$ cat src/rtl/tone_pkg.sv
// Shared constants, width helpers and channel state type for tone_generator_multi.
// Optional TONE_PWM_OUT_EN adds a delta-sigma pwm_out (see tone_generator_multi.sv).
package tone_pkg;

    localparam int unsigned TONE_NUM_CH   = 4;
    localparam int unsigned TONE_PERIOD_W = 24;

    function automatic int unsigned clog2(input int unsigned value);
        int unsigned result;
        int unsigned span;
        result = 0;
        span   = 1;
        while (span < value) begin
            span   = span << 1;
            result = result + 1;
        end
        return result;
    endfunction

    // Channel index needs at least one bit even for a single-channel build.
    function automatic int unsigned ch_width(input int unsigned num_ch);
        return (clog2(num_ch) < 1) ? 1 : clog2(num_ch);
    endfunction

    typedef struct packed {
        logic [TONE_PERIOD_W-1:0] shadow;
        logic [TONE_PERIOD_W-1:0] active;
        logic [TONE_PERIOD_W-1:0] counter;
        logic                     wave;
    } tone_ch_state_t;

endpackage

$ cat src/rtl/tone_generator_multi_if.sv
// Write port and audio outputs of tone_generator_multi.
// pwm_out exists only when TONE_PWM_OUT_EN is defined.
interface tone_generator_multi_if
    import tone_pkg::*;
#(
    parameter int unsigned NUM_CH   = TONE_NUM_CH,
    parameter int unsigned PERIOD_W = TONE_PERIOD_W
);
    localparam int unsigned CH_W  = ch_width(NUM_CH);
    localparam int unsigned MIX_W = clog2(NUM_CH + 1);

    logic                output_enable;
    logic                wr_en;
    logic [CH_W-1:0]     wr_ch;
    logic [PERIOD_W-1:0] wr_period;
    logic [NUM_CH-1:0]   square_wave_out;
    logic [MIX_W-1:0]    mix_out;

`ifdef TONE_PWM_OUT_EN
    logic                pwm_out;

    modport master (
        output output_enable, wr_en, wr_ch, wr_period,
        input  square_wave_out, mix_out, pwm_out
    );
    modport slave (
        input  output_enable, wr_en, wr_ch, wr_period,
        output square_wave_out, mix_out, pwm_out
    );
`else
    modport master (
        output output_enable, wr_en, wr_ch, wr_period,
        input  square_wave_out, mix_out
    );
    modport slave (
        input  output_enable, wr_en, wr_ch, wr_period,
        output square_wave_out, mix_out
    );
`endif

endinterface

$ cat src/rtl/tone_channel.sv
// One square-wave channel: double-buffered half-period (shadow -> active at wrap),
// counter and registered wave bit.
module tone_channel
    import tone_pkg::*;
#(
    parameter int unsigned PERIOD_W = TONE_PERIOD_W
) (
    input  logic                clk,
    input  logic                rst,
    input  logic                enable,
    input  logic                wr,
    input  logic [PERIOD_W-1:0] wr_period,
    output logic                wave
);

    typedef struct packed {
        logic [PERIOD_W-1:0] shadow;
        logic [PERIOD_W-1:0] active;
        logic [PERIOD_W-1:0] counter;
        logic                wave;
    } ch_state_t;

    ch_state_t st;
    logic      wrap;

    // >= rather than == so a counter beyond a shrunken period wraps at once.
    assign wrap = (st.counter >= (st.active - 1'b1));

    always_ff @(posedge clk or posedge rst) begin
        if (rst) begin
            st <= '0;
        end else begin
            if (wr) begin
                st.shadow <= wr_period;
            end

            if (wr && (st.active == '0)) begin
                st.active  <= wr_period;
                st.counter <= '0;
            end else if (enable && (st.active != '0)) begin
                if (wrap) begin
                    st.counter <= '0;
                    st.active  <= st.shadow;
                    st.wave    <= (st.shadow == '0) ? 1'b0 : ~st.wave;
                end else begin
                    st.counter <= st.counter + 1'b1;
                end
            end

            // Disabled: hold phase at zero so re-enable restarts every channel together.
            if (!enable) begin
                st.counter <= '0;
                st.wave    <= 1'b0;
            end
        end
    end

    assign wave = st.wave;

endmodule

$ cat src/rtl/tone_generator_multi.sv
// Multi-channel square-wave generator: write decode, registered popcount mix and,
// with TONE_PWM_OUT_EN defined, a first-order delta-sigma pwm_out.
module tone_generator_multi
    import tone_pkg::*;
#(
    parameter int unsigned NUM_CH   = TONE_NUM_CH,
    parameter int unsigned PERIOD_W = TONE_PERIOD_W
) (
    input  logic                   clk,
    input  logic                   rst,
    tone_generator_multi_if.slave  bus
);

    localparam int unsigned CH_W  = ch_width(NUM_CH);
    localparam int unsigned MIX_W = clog2(NUM_CH + 1);

    logic [NUM_CH-1:0] waves;
    logic [MIX_W-1:0]  pop;
    logic [MIX_W-1:0]  mix_q;

    // Out-of-range indices match no channel, so such writes are dropped.
    for (genvar ch = 0; ch < NUM_CH; ch++) begin : g_ch
        logic wr;
        assign wr = bus.wr_en && (bus.wr_ch == CH_W'(ch));

        tone_channel #(
            .PERIOD_W (PERIOD_W)
        ) u_channel (
            .clk       (clk),
            .rst       (rst),
            .enable    (bus.output_enable),
            .wr        (wr),
            .wr_period (bus.wr_period),
            .wave      (waves[ch])
        );
    end

    always_comb begin
        pop = '0;
        for (int unsigned i = 0; i < NUM_CH; i++) begin
            pop = pop + MIX_W'(waves[i]);
        end
    end

    always_ff @(posedge clk or posedge rst) begin
        if (rst) begin
            mix_q <= '0;
        end else begin
            mix_q <= pop;
        end
    end

    assign bus.square_wave_out = waves;
    assign bus.mix_out         = mix_q;

`ifdef TONE_PWM_OUT_EN
    localparam int unsigned ACC_W = MIX_W + 1;

    logic [ACC_W-1:0] acc;
    logic [ACC_W-1:0] sum;
    logic             pwm_q;

    assign sum = acc + ACC_W'(mix_q);

    always_ff @(posedge clk or posedge rst) begin
        if (rst) begin
            acc   <= '0;
            pwm_q <= 1'b0;
        end else if (!bus.output_enable) begin
            acc   <= '0;
            pwm_q <= 1'b0;
        end else if (sum >= ACC_W'(NUM_CH)) begin
            acc   <= sum - ACC_W'(NUM_CH);
            pwm_q <= 1'b1;
        end else begin
            acc   <= sum;
            pwm_q <= 1'b0;
        end
    end

    assign bus.pwm_out = pwm_q;
`endif

endmodule

$ cat src/flat_wrapper.sv
// flat-port wrapper written by rule: the top's interface ports become plain ports
module tone_generator_multi_flat import tone_pkg::*;
#(
    parameter int unsigned NUM_CH   = TONE_NUM_CH,
    parameter int unsigned PERIOD_W = TONE_PERIOD_W
)
  (clk, rst, bus_output_enable, bus_wr_en, bus_wr_ch, bus_wr_period, bus_square_wave_out, bus_mix_out);
  tone_generator_multi_if #(.NUM_CH(NUM_CH), .PERIOD_W(PERIOD_W)) bus_i ();
  input  logic clk;
  input  logic rst;
  input wire logic [$bits(bus_i.output_enable)-1:0] bus_output_enable;
  input wire logic [$bits(bus_i.wr_en)-1:0] bus_wr_en;
  input wire logic [$bits(bus_i.wr_ch)-1:0] bus_wr_ch;
  input wire logic [$bits(bus_i.wr_period)-1:0] bus_wr_period;
  output wire logic [$bits(bus_i.square_wave_out)-1:0] bus_square_wave_out;
  output wire logic [$bits(bus_i.mix_out)-1:0] bus_mix_out;
  assign bus_i.output_enable = bus_output_enable;
  assign bus_i.wr_en = bus_wr_en;
  assign bus_i.wr_ch = bus_wr_ch;
  assign bus_i.wr_period = bus_wr_period;
  assign bus_square_wave_out = bus_i.square_wave_out;
  assign bus_mix_out = bus_i.mix_out;
  tone_generator_multi #(.NUM_CH(NUM_CH), .PERIOD_W(PERIOD_W)) u_core (.clk(clk), .rst(rst), .bus(bus_i));
endmodule
$ cat config.mk
export PLATFORM = sky130hd
export DESIGN_NAME = tone_generator_multi_flat
export DESIGN_NICKNAME = d
export VERILOG_FILES = /design/src/rtl/tone_pkg.sv /design/src/rtl/tone_generator_multi_if.sv /design/src/rtl/tone_channel.sv /design/src/rtl/tone_generator_multi.sv /design/src/flat_wrapper.sv
export SDC_FILE = /design/constraint.sdc
export NUM_CORES = 1
export LEC_CHECK = 0
export ABC_AREA = 1
export BUFFER_PORTS_ARGS = -buffer_cell sky130_fd_sc_hd__buf_2
export CELL_PAD_IN_SITES_DETAIL_PLACEMENT = 1
export CELL_PAD_IN_SITES_GLOBAL_PLACEMENT = 2
export CORE_MARGIN = 10
export CORE_UTILIZATION = 37
export DETAILED_ROUTE_END_ITERATION = 10
export HOLD_SLACK_MARGIN = 0.15
export PLACE_DENSITY_LB_ADDON = 0.1
export RECOVER_POWER = 50
export SYNTH_ARGS = -nofsm -noshare
export SYNTH_HDL_FRONTEND = slang
export SYNTH_SLANG_ARGS = --single-unit
$ cat constraint.sdc
create_clock -name clk -period 12.3 [get_ports clk]
set_clock_uncertainty 0.15 [all_clocks]
set_input_delay 0.615 -clock clk [delete_from_list [all_inputs] [get_ports clk]]
set_output_delay 0.615 -clock clk [all_outputs]
set_load 0.02 [all_outputs]
==> out/metrics.yaml, run 1 <==
run_status:
  outcome: "finished, violations left"
  violations: "max-capacitance violations, max-slew violations"
final_layout:
  final_nets: 2880
  final_util_pct: 41.16
  nFillCells: 6500
  antenna_cells: 0
  drive_above_1_share_pct: 4.777
  multi_input_area_um2: 10150
  stdcell_count: 3443
  seqCellArea_um2: 7382
  syn2layout_area_growth_pct: 10.15
route:
  vias_per_cell: 5.045
  drc: 0
  drt_iter0_drc: 803
  drt_wl_total_um: 61820
  ant_nets: 0
  num_vias: 17370
  wl_per_cell_um: 17.95
  firstDrtPassIters: 5
critical_path:
  cpPeakStageDelay_ns: 2.92
  reg2reg_depth: 19
  worstSetupEndpointType: "asynchronous set/reset pin"
  crit_type: "in2async"
  cp.arrival_ns: 7.05
  cpMaxStageDelayCell: "clkinvlp_2"
  critical_path_required_ns: 11.98
  worstPathCellList: "dlygate4sd3_1 -> buf_2 -> clkinvlp_2 -> clkbuf_1"
  crit_fanout: 109
  start_kind: "primary input"
  critPathBufInv: 4
  crit_family: "buffers and inverters"
  path_depth: 4
sta:
  hold_viol: 0
  tns_ns: 0
  finalSetupViolations: 0
  relSlewSlack_pct: -254.3
  rsz0062_at_grt: "false"
  report.final.slew_viol_count: 303
  hold_ws_ns: 0.2407
  fmax_mhz: 135.6
  tightest_slew_ns: 5.286
  min_period_ns: 7.375
  fin_crit_sh_pct: 59.96
die:
  dieArea_um2: 61420
  core_region_area_um2: 51410
  io_pins: 37
  fp.dieW_um: 247.8
  chipHeight_um: 247.8
  num_rows: 83
  start_util_pct: 37.36
clock_tree:
  clk_latency_ns: 0.57
  clock-sinks: 295
  cts.htree.levels: 2
  clk_pin_slew_ns: 0.06
  cts_hold_buf: 4
  post_cts_buffers: 0
  cts_buffers: 37
  cts-root-buf: "clkbuf_16"
  clockBufferDepth: 3
  postCtsResizedCells: 0
  cts_tree: "yes"
logic_synthesis:
  synth-main-ff-cell: "dfrtp_1"
  yosysUniqueCellTypes: 39
  yosysSeqAreaShare_pct: 38.43
  synth_area_um2: 19210
  synth_edf_count: 0
  yosysWarnings: 0
  syn_area_per_cell_um2: 7.059
  synth_top_area_share_pct: 38.43
  synth.ff_latch_count: 295
  syn_inst: 2721
  yosys-top-cells-area: "dfrtp_1 (38%), nand2_1 (15%), nor2_1 (7.4%)"
  syn-num-nets: 2862
  synth_top_area_cell: "dfrtp_1"
  yosys-top-cells-count: "nand2_1 (768), nor2_1 (377), inv_1 (344), dfrtp_1 (295), o21ai_0 (198)"
  synthArstFlopShare_pct: 100.0
  synth_most_common_cell: "nand2_1"
global_route:
  antenna_found_initial: 2
  grt_max_degree: 126
  grt.overflow.total: 0
  grt_pass1_wl_um: 100400
  track_usage_pct: 20.47
  grt_pass1_vias: 18220
power:
  p_total_mw: 3.271
  p_leak_nw: 10.57
  power.density_nw_per_um2: 154.6
  max-vdd-ir-drop_uv: 92.35
worst_hold_path:
  hold_path_class: "in2reg"
  whs_path_depth: 3
job:
  drv_cap: 5
place:
  place.gp.congestion: 0.8402
  portBuffers: 36
  dp_hpwl_um: 46710
  dp.cells: 3376
-- layout by cell type, fill, tap and decap left out, types with 4 or more instances in the layout --
cell,instances
nand2_1,768
nor2_1,377
inv_1,345
dfrtp_1,295
o21ai_0,198
nand3_1,150
ha_1,110
a21oi_1,92
xor2_1,92
nand4_1,62
nor3_1,49
clkbuf_16,39
buf_2,27
xnor2_1,22
clkbuf_1,22
o21ai_2,19
nor4_1,17
clkinv_2,8
a21o_1,6
nor2_2,6
o21bai_1,6
clkbuf_8,6
nand2_2,5
buf_4,5
inv_2,4
o22ai_1,4
dlygate4sd3_1,4
-- sequential cells by signal, summed over array words and instances, names as in the netlist --
register,cells
u_core.bus.mix_out,3
u_core.g_ch.u_channel.st,288
u_core.g_ch.u_channel.wave,4
-- logic make-up after synthesis --
kind of cell,share of synthesized area [%]
simple gates,31.16
buf+inv,8.690
compound gates,9.250
flops,38.43
xor+xnor,5.198
fa+ha+maj,7.270
-- cell type report --
| cell class | instances | share of cell area (%) |
|---|---|---|
| clock buffers | 53 | 5.145 |
| flip-flops and latches | 295 | 34.89 |
| multi-input cells | 2003 | 47.99 |
| repair buffers | 51 | 1.348 |
| well taps | 680 | 4.022 |
| clock inverters | 10 | 0.3726 |
| inverters | 351 | 6.233 |
-- stage by stage --
stage / worst slack, ns / area, um2
after floorplan: 3.388 / 19210
after global placement: 8.044 / 20010
after detailed placement: 7.720 / 20010
after CTS: 7.704 / 21220
after global routing: 3.696 / 21160
final: 4.925 / 21160
-- worst reg2reg max path, cell delays in order, from the launching register on --
cell and delay (ns):
dfrtp_1 0.42, nor2_1 0.30, nand2_1 0.19, nor2_1 0.19
nand2_1 0.10, inv_1 0.09, nand3_1 0.13, nor3_1 0.22
xor2_1 0.17, inv_1 0.06, ha_1 0.27, nand2_1 0.07
nor2_1 0.15, nand3_1 0.11, nor2_1 0.12, nand2_1 0.08
nand2_1 0.20, nand2_2 0.19, nand2_1 0.88, o21ai_0 0.26
-- final timing paths --
| kind | from | endpoint | slack (ns) |
|---|---|---|---|
| max | rst | u_core.g_ch[2].u_channel.st[20] | 4.92 |
| min in group asynchronous | rst | u_core.g_ch[0].u_channel.st[8] | 2.08 |
| min reg2reg | u_core.g_ch[3].u_channel.st[25] | u_core.g_ch[3].u_channel.st[25] | 0.32 |
| max reg2reg | u_core.g_ch[0].u_channel.st[27] | u_core.g_ch[0].u_channel.st[28] | 7.79 |
| max in group clk | u_core.g_ch[0].u_channel.st[27] | u_core.g_ch[0].u_channel.st[28] | 7.79 |
| min | bus_wr_period[17] | u_core.g_ch[0].u_channel.st[66] | 0.24 |
-- report_power, final --
part | switching [mW] | internal (mW) | total [mW]
logic | 0.617 | 0.342 | 0.958
clock network | 0.451 | 0.634 | 1.08
registers | 0.132 | 1.10 | 1.23
-- routing by layer --
| layer | track usage [%] | vias up | wire length [um] |
|---|---|---|---|
| met5 | 0 | - | 0 |
| met4 | 6.007 | 0 | 1529 |
| met3 | 2.677 | 78 | 1828 |
| met2 | 34.07 | 162 | 28960 |
| met1 | 27.29 | 8441 | 29500 |
| li1 | - | 8690 | - |
Power figures use the tool's default switching activity.
==> run 2: changes to the inputs <==
Settings changed: CORE_UTILIZATION 37 to 34.
Clock period 12.3 ns to 6.6 ns, I/O delays scaled along.
==> run 2 against run 1 <==
  * The run still ends with max-capacitance violations, max-slew violations left
  * Design area grew 2.7%
  * Clock power grew 120%
  * Setup slack lost 3.1 ns
  * Global-route usage shrank 1.5 points
  * Sequential power grew 86%
==> out/metrics.yaml, run 2 (synthesis results as in run 1) <==
route:
  wl_per_cell_um: 17.68  # -1.5%
  num_vias: 17530  # +0.94%
  vias_per_cell: 4.939  # -2.1%
  drc: 0  # unchanged
  drt_iter0_drc: 841  # +4.7%
  firstDrtPassIters: 5  # unchanged
  drt_wl_total_um: 62780  # +1.5%
  ant_nets: 0  # unchanged
run_status:
  outcome: "finished, violations left"
  violations: "max-capacitance violations, max-slew violations"
critical_path:
  critPathBufInv: 4  # unchanged
  critical_path_required_ns: 6.35  # -5.63 ns
  worstPathCellList: "dlygate4sd3_1 -> clkbuf_2 -> clkinvlp_2 -> clkbuf_1"
  start_kind: "primary input"
  cpMaxStageDelayCell: "clkbuf_1"
  crit_fanout: 59  # -46%
  crit_type: "in2async"
  worstSetupEndpointType: "asynchronous set/reset pin"
  cp.arrival_ns: 4.55  # -2.50 ns
  cpPeakStageDelay_ns: 2.47  # -0.45 ns
  crit_family: "buffers and inverters"
final_layout:
  regMostFlops: "u_core.g_ch.u_channel.st"
  final_nets: 2906  # +0.90%
  layout_commonest_cell: "nand2_1"
  largest_reg_flops: 288  # unchanged
  most-common-layout-cells: "nand2_1 (767), nor2_1 (377), inv_1 (345), dfrtp_1 (295), o21ai_0 (198)"
  antenna_cells: 0  # unchanged
  drive_above_1_share_pct: 5.154  # +0.38 points
  syn2layout_area_growth_pct: 13.15
clock_tree:
  clk_pin_slew_ns: 0.06  # about the same
  post_cts_buffers: 0  # unchanged
  cts_hold_buf: 27  # +23
  clk_latency_ns: 0.58  # about the same
  clockBufferDepth: 3  # unchanged
  postCtsResizedCells: 0  # unchanged
  cts_buffers: 39  # +5.4%
  cts_tree: "yes"
  cts.htree.levels: 2  # unchanged
  cts-root-buf: "clkbuf_16"
  clock-sinks: 295  # unchanged
sta:
  report.final.slew_viol_count: 246  # -19%
  tns_ns: 0  # unchanged
  rsz0062_at_grt: "false"
  fmax_mhz: 208.5
  relSlewSlack_pct: -127.0  # +130 points
  min_period_ns: 4.796
  hold_ws_ns: 0.2448  # +0.004165 ns
  finalSetupViolations: 0  # unchanged
  tightest_slew_ns: 3.404  # -1.882 ns
  fin_crit_sh_pct: 72.67
  hold_viol: 0  # unchanged
place:
  portBuffers: 36  # unchanged
  dp_hpwl_um: 46630  # -0.17%
  place.gp.congestion: 0.8309  # -1.1%
die:
  io_pins: 37  # unchanged
  dieArea_um2: 66400  # +8.1%
  num_rows: 87  # +4.8%
  chipHeight_um: 257.7  # +4.0%
  fp.dieW_um: 257.7  # +4.0%
  core_region_area_um2: 56170  # +9.3%
  start_util_pct: 34.20  # -3.2 points
global_route:
  grt_pass1_vias: 18270  # +0.24%
  track_usage_pct: 18.92  # -1.5 points
  antenna_found_initial: 1  # -1
  grt.overflow.total: 0  # unchanged
  grt_pass1_wl_um: 101700  # +1.3%
  grt_max_degree: 136  # +7.9%
power:
  p_leak_nw: 10.78  # +2.0%
  power.density_nw_per_um2: 298.2  # +93%
  max-vdd-ir-drop_uv: 241.0  # +160%
job:
  drv_cap: 6  # +1
worst_hold_path:
  hold_path_class: "in2reg"
[run 2: changes by cell type in the layout (fill, tap and decap cells not counted), moves of 2 or more]
cell	previous run	this run
dlygate4sd3_1	4	27
clkbuf_16	39	41
bufinv_16	1	7
clkinv_2	8	6
clkinvlp_4	0	3
[run 2: final timing paths]
kind	from	to	slack (ns)	cells past startpoint
setup reg to reg	u_core.g_ch[0].u_channel.st[25]	u_core.g_ch[0].u_channel.st[32]	2.20	20
setup / recovery	rst	u_core.g_ch[0].u_channel.st[51]	1.80	4
max in group clk	bus_wr_ch[0]	u_core.g_ch[3].u_channel.st[39]	1.92	9
min in group asynchronous	rst	u_core.g_ch[2].u_channel.st[25]	0.61	3
hold / removal	bus_output_enable	u_core.g_ch[0].u_channel.st[21]	0.24	4
hold reg to reg	u_core.g_ch[3].u_channel.st[25]	u_core.g_ch[3].u_channel.st[25]	0.34	2
[run 2: tightest hold or removal path: cells and delay by family]
kind                   cells  cell delay [ns]
buffers and inverters      2             0.38
and+or+nand+nor            2             0.19
[run 2: area by class of cell]
cell class	instances	area, um2
multi-input cells	2003	10170
well taps	756	945.9
inverters	351	1319
fillers	7123	34440
repair buffers	75	523.0
clock buffers	54	1135
flip-flops and latches	295	7382
clock inverters	16	262.8
[run 2: report_power, final]
group | switching (mW) | internal (mW) | leakage, nW
Combinational | 1.17 | 0.642 | 6.37
Clock | 0.899 | 1.47 | 0.679
Sequential | 0.249 | 2.04 | 3.73
Total | 2.32 | 4.16 | 10.8
[run 2: per-stage QoR]
step | area, um2 | worst slack (ns) | power, mW | utilization (%) | cells
2_1_floorplan | 19210 | 2.203 | 3.592 | - | 2721
3_3_place_gp | 20110 | 2.435 | 4.070 | 35.80 | 3453
3_5_place_dp | 20110 | 2.146 | 4.143 | 35.80 | 3453
4_1_cts | 21780 | 2.133 | 6.574 | 38.77 | 3550
5_1_grt | 21730 | 0.9829 | 6.970 | 38.69 | 3550
6_report | 21730 | 1.804 | 6.481 | 38.69 | 3550
[run 2: routing by layer]
metal	wire length, um	vias to the layer above	track usage, %
met5	0	-	0
met4	1330	0	5.538
met3	1966	73	2.487
met2	29830	168	31.89
met1	29650	8546	24.93
li1	-	8747	-
==> run 3: changes to the inputs <==
Settings changed: CORE_UTILIZATION 34 to 37.
Clock period 6.6 ns to 4.5 ns, I/O delays scaled along.
==> run 3 against run 2 <==
  * Sequential cell count did not move
  * Sequential power rose by 47%
  * Critical path depth rose by 16
  * Clock power rose by 36%
  * Worst hold slack improved by 0.084 ns
  * Largest power group is now sequential cells
  * The flow still finishes with violations (max-capacitance violations, max-slew violations)
==> out/metrics.yaml, run 3 (synthesis results as in run 1) <==
run_status:
  outcome: "finished, violations left"
  violations: "max-capacitance violations, max-slew violations"
global_route:
  antenna_found_initial: 1  # unchanged
  grt_pass1_wl_um: 102900  # +1.1%
  grt.overflow.total: 0  # unchanged
  grt_max_degree: 125  # -8.1%
  track_usage_pct: 20.99  # +2.1 points
  grt_pass1_vias: 18600  # +1.8%
worst_hold_path:
  hold_path_class: "in2async"
sta:
  tightest_slew_ns: 2.077  # -1.328 ns
  report.final.slew_viol_count: 312  # +27%
  hold_viol: 0  # unchanged
  fin_crit_sh_pct: 87.08
  rsz0062_at_grt: "false"
  tns_ns: 0  # unchanged
  fmax_mhz: 255.2
  relSlewSlack_pct: -38.46  # +89 points
  finalSetupViolations: 0  # unchanged
  min_period_ns: 3.919
job:
  drv_cap: 4  # -2
critical_path:
  crit_type: "reg2reg"
  cp.arrival_ns: 4.26  # -0.29 ns
  worstSetupEndpointType: "flop"
  crit_top_cell: "nand2_1"
  cpPeakStageDelay_ns: 0.47  # -2.00 ns
  critical_path_required_ns: 4.85  # -1.50 ns
  cpMaxStageDelayCell: "o21ai_2"
  crit_fanout: 24  # -59%
  start_kind: "flop"
  worstPathCellList: "nor2_1 -> nand2_1 -> nor2_1 -> inv_1 -> nor3_1 -> nand2_1 -> nor2_1 -> nand2_1 -> xor2_1 -> inv_1 -> ha_1 -> nand2_1 -> nor2_1 -> nand2_1 -> inv_1 -> a21oi_1 -> nand3_1 -> o21ai_2 -> nand2_1 -> nand2_1"
route:
  drt_iter0_drc: 1000  # +19%
  drt_wl_total_um: 63210  # +0.68%
  wl_per_cell_um: 18.12  # +2.5%
  ant_nets: 0  # unchanged
  firstDrtPassIters: 5  # unchanged
  vias_per_cell: 5.072  # +2.7%
  num_vias: 17690  # +0.89%
  drc: 0  # unchanged
place:
  place.gp.congestion: 0.8733  # +5.1%
  portBuffers: 36  # unchanged
  dp_hpwl_um: 47690  # +2.3%
  place_area_um2: 20080  # -0.15%
clock_tree:
  clk_latency_ns: 0.57  # about the same
  clk_pin_slew_ns: 0.06  # about the same
  post_cts_buffers: 0  # unchanged
  cts-root-buf: "clkbuf_16"
  cts_buffers: 38  # -2.6%
  cts_tree: "yes"
  clockBufferDepth: 3  # unchanged
  cts.htree.levels: 2  # unchanged
  clock-sinks: 295  # unchanged
final_layout:
  drive_above_1_share_pct: 5.235  # +0.081 points
  largest_reg_flops: 288  # unchanged
  final_nets: 2921  # +0.52%
  regMostFlops: "u_core.g_ch.u_channel.st"
  antenna_cells: 0  # unchanged
  layout_commonest_cell: "nand2_1"
  syn2layout_area_growth_pct: 12.75
  most-common-layout-cells: "nand2_1 (767), nor2_1 (378), inv_1 (346), dfrtp_1 (295), o21ai_0 (198)"
  fin_area_um2: 21660  # -0.35%
power:
  max-vdd-ir-drop_uv: 333.0  # +38%
  power.density_nw_per_um2: 429.7  # +44%
  p_leak_nw: 10.80  # +0.21%
die:
  start_util_pct: 37.36  # +3.2 points
  fp.dieW_um: 247.8  # -3.8%
  io_pins: 37  # unchanged
  chipHeight_um: 247.8  # -3.8%
  num_rows: 83  # -4.6%
  core_region_area_um2: 51410  # -8.5%
  dieArea_um2: 61420  # -7.5%
-- run 3: stage by stage --
stage / worst slack (ns) / power, mW / instances / utilization (%) / hold slack [ns]
after CTS: 0.4535 / 9.447 / 3488 / 42.30 / 0.1635
after detailed placement: 0.4930 / 6.110 / 3384 / 39.06 / 0.2268
after floorplan: 0.2079 / 5.269 / 2721 / - / 0.1960
final: 0.5814 / 9.306 / 3488 / 42.13 / 0.3290
after global routing: 0.02281 / 9.986 / 3488 / 42.13 / 0.3710
after global placement: 0.5720 / 6.016 / 3384 / 39.06 / 0.2228
-- run 3: layout make-up --
cell class	instances	area [um2]
fill	6457	29750
clock buffer	55	1159
clock inverter	13	145.1
sequential	295	7382
timing repair buffer	91	651.9
multi-input combinational	2003	10150
tap	680	850.8
inverter	351	1319
-- run 3: layer usage --
metal / wire length [um] / global-route usage (%)
met4: 1860 / 6.832
met1: 29830 / 27.87
met3: 1980 / 2.720
met2: 29530 / 34.78
met5: 10 / 0
-- run 3: worst paths after layout --
check | startpoint | end | slack (ns) | depth (start not counted)
max in group asynchronous | rst | u_core.g_ch[1].u_channel.st[9] | 1.36 | 4
worst min-delay path | rst | u_core.bus.mix_out[1] | 0.33 | 3
worst max register to register | u_core.g_ch[3].u_channel.st[27] | u_core.g_ch[3].u_channel.st[33] | 0.58 | 20
worst max-delay path | u_core.g_ch[3].u_channel.st[27] | u_core.g_ch[3].u_channel.st[33] | 0.58 | 20
worst min register to register | u_core.g_ch[2].u_channel.st[25] | u_core.g_ch[2].u_channel.st[25] | 0.34 | 2
min in group clk | u_core.g_ch[2].u_channel.st[25] | u_core.g_ch[2].u_channel.st[25] | 0.34 | 2
-- run 3: timing repair --
| item | in CTS | in global routing |
|---|---|---|
| hold buffers | 36 | 0 |
| hold endpoints to repair | 193 | 0 |
| gates resized for setup | 0 | 1 |
| endpoints found under the setup margin | 0 | 6 |
-- run 3: critical path, delay by kind of cell, from the launching register on --
kind / cells / cell delay [ns]
simple gates: 13 / 1.97
compound gates: 2 / 0.69
xor+xnor: 1 / 0.14
buf+inv: 3 / 0.18
fa+ha+maj: 1 / 0.27
flops: 1 / 0.43
-- run 3: report_power, final --
| part | switching (mW) | total [mW] | internal, mW |
|---|---|---|---|
| registers | 0.363 | 3.36 | 3.00 |
| logic | 1.76 | 2.72 | 0.960 |
| clock network | 1.27 | 3.22 | 1.96 |
| total | 3.39 | 9.31 | 5.91 |
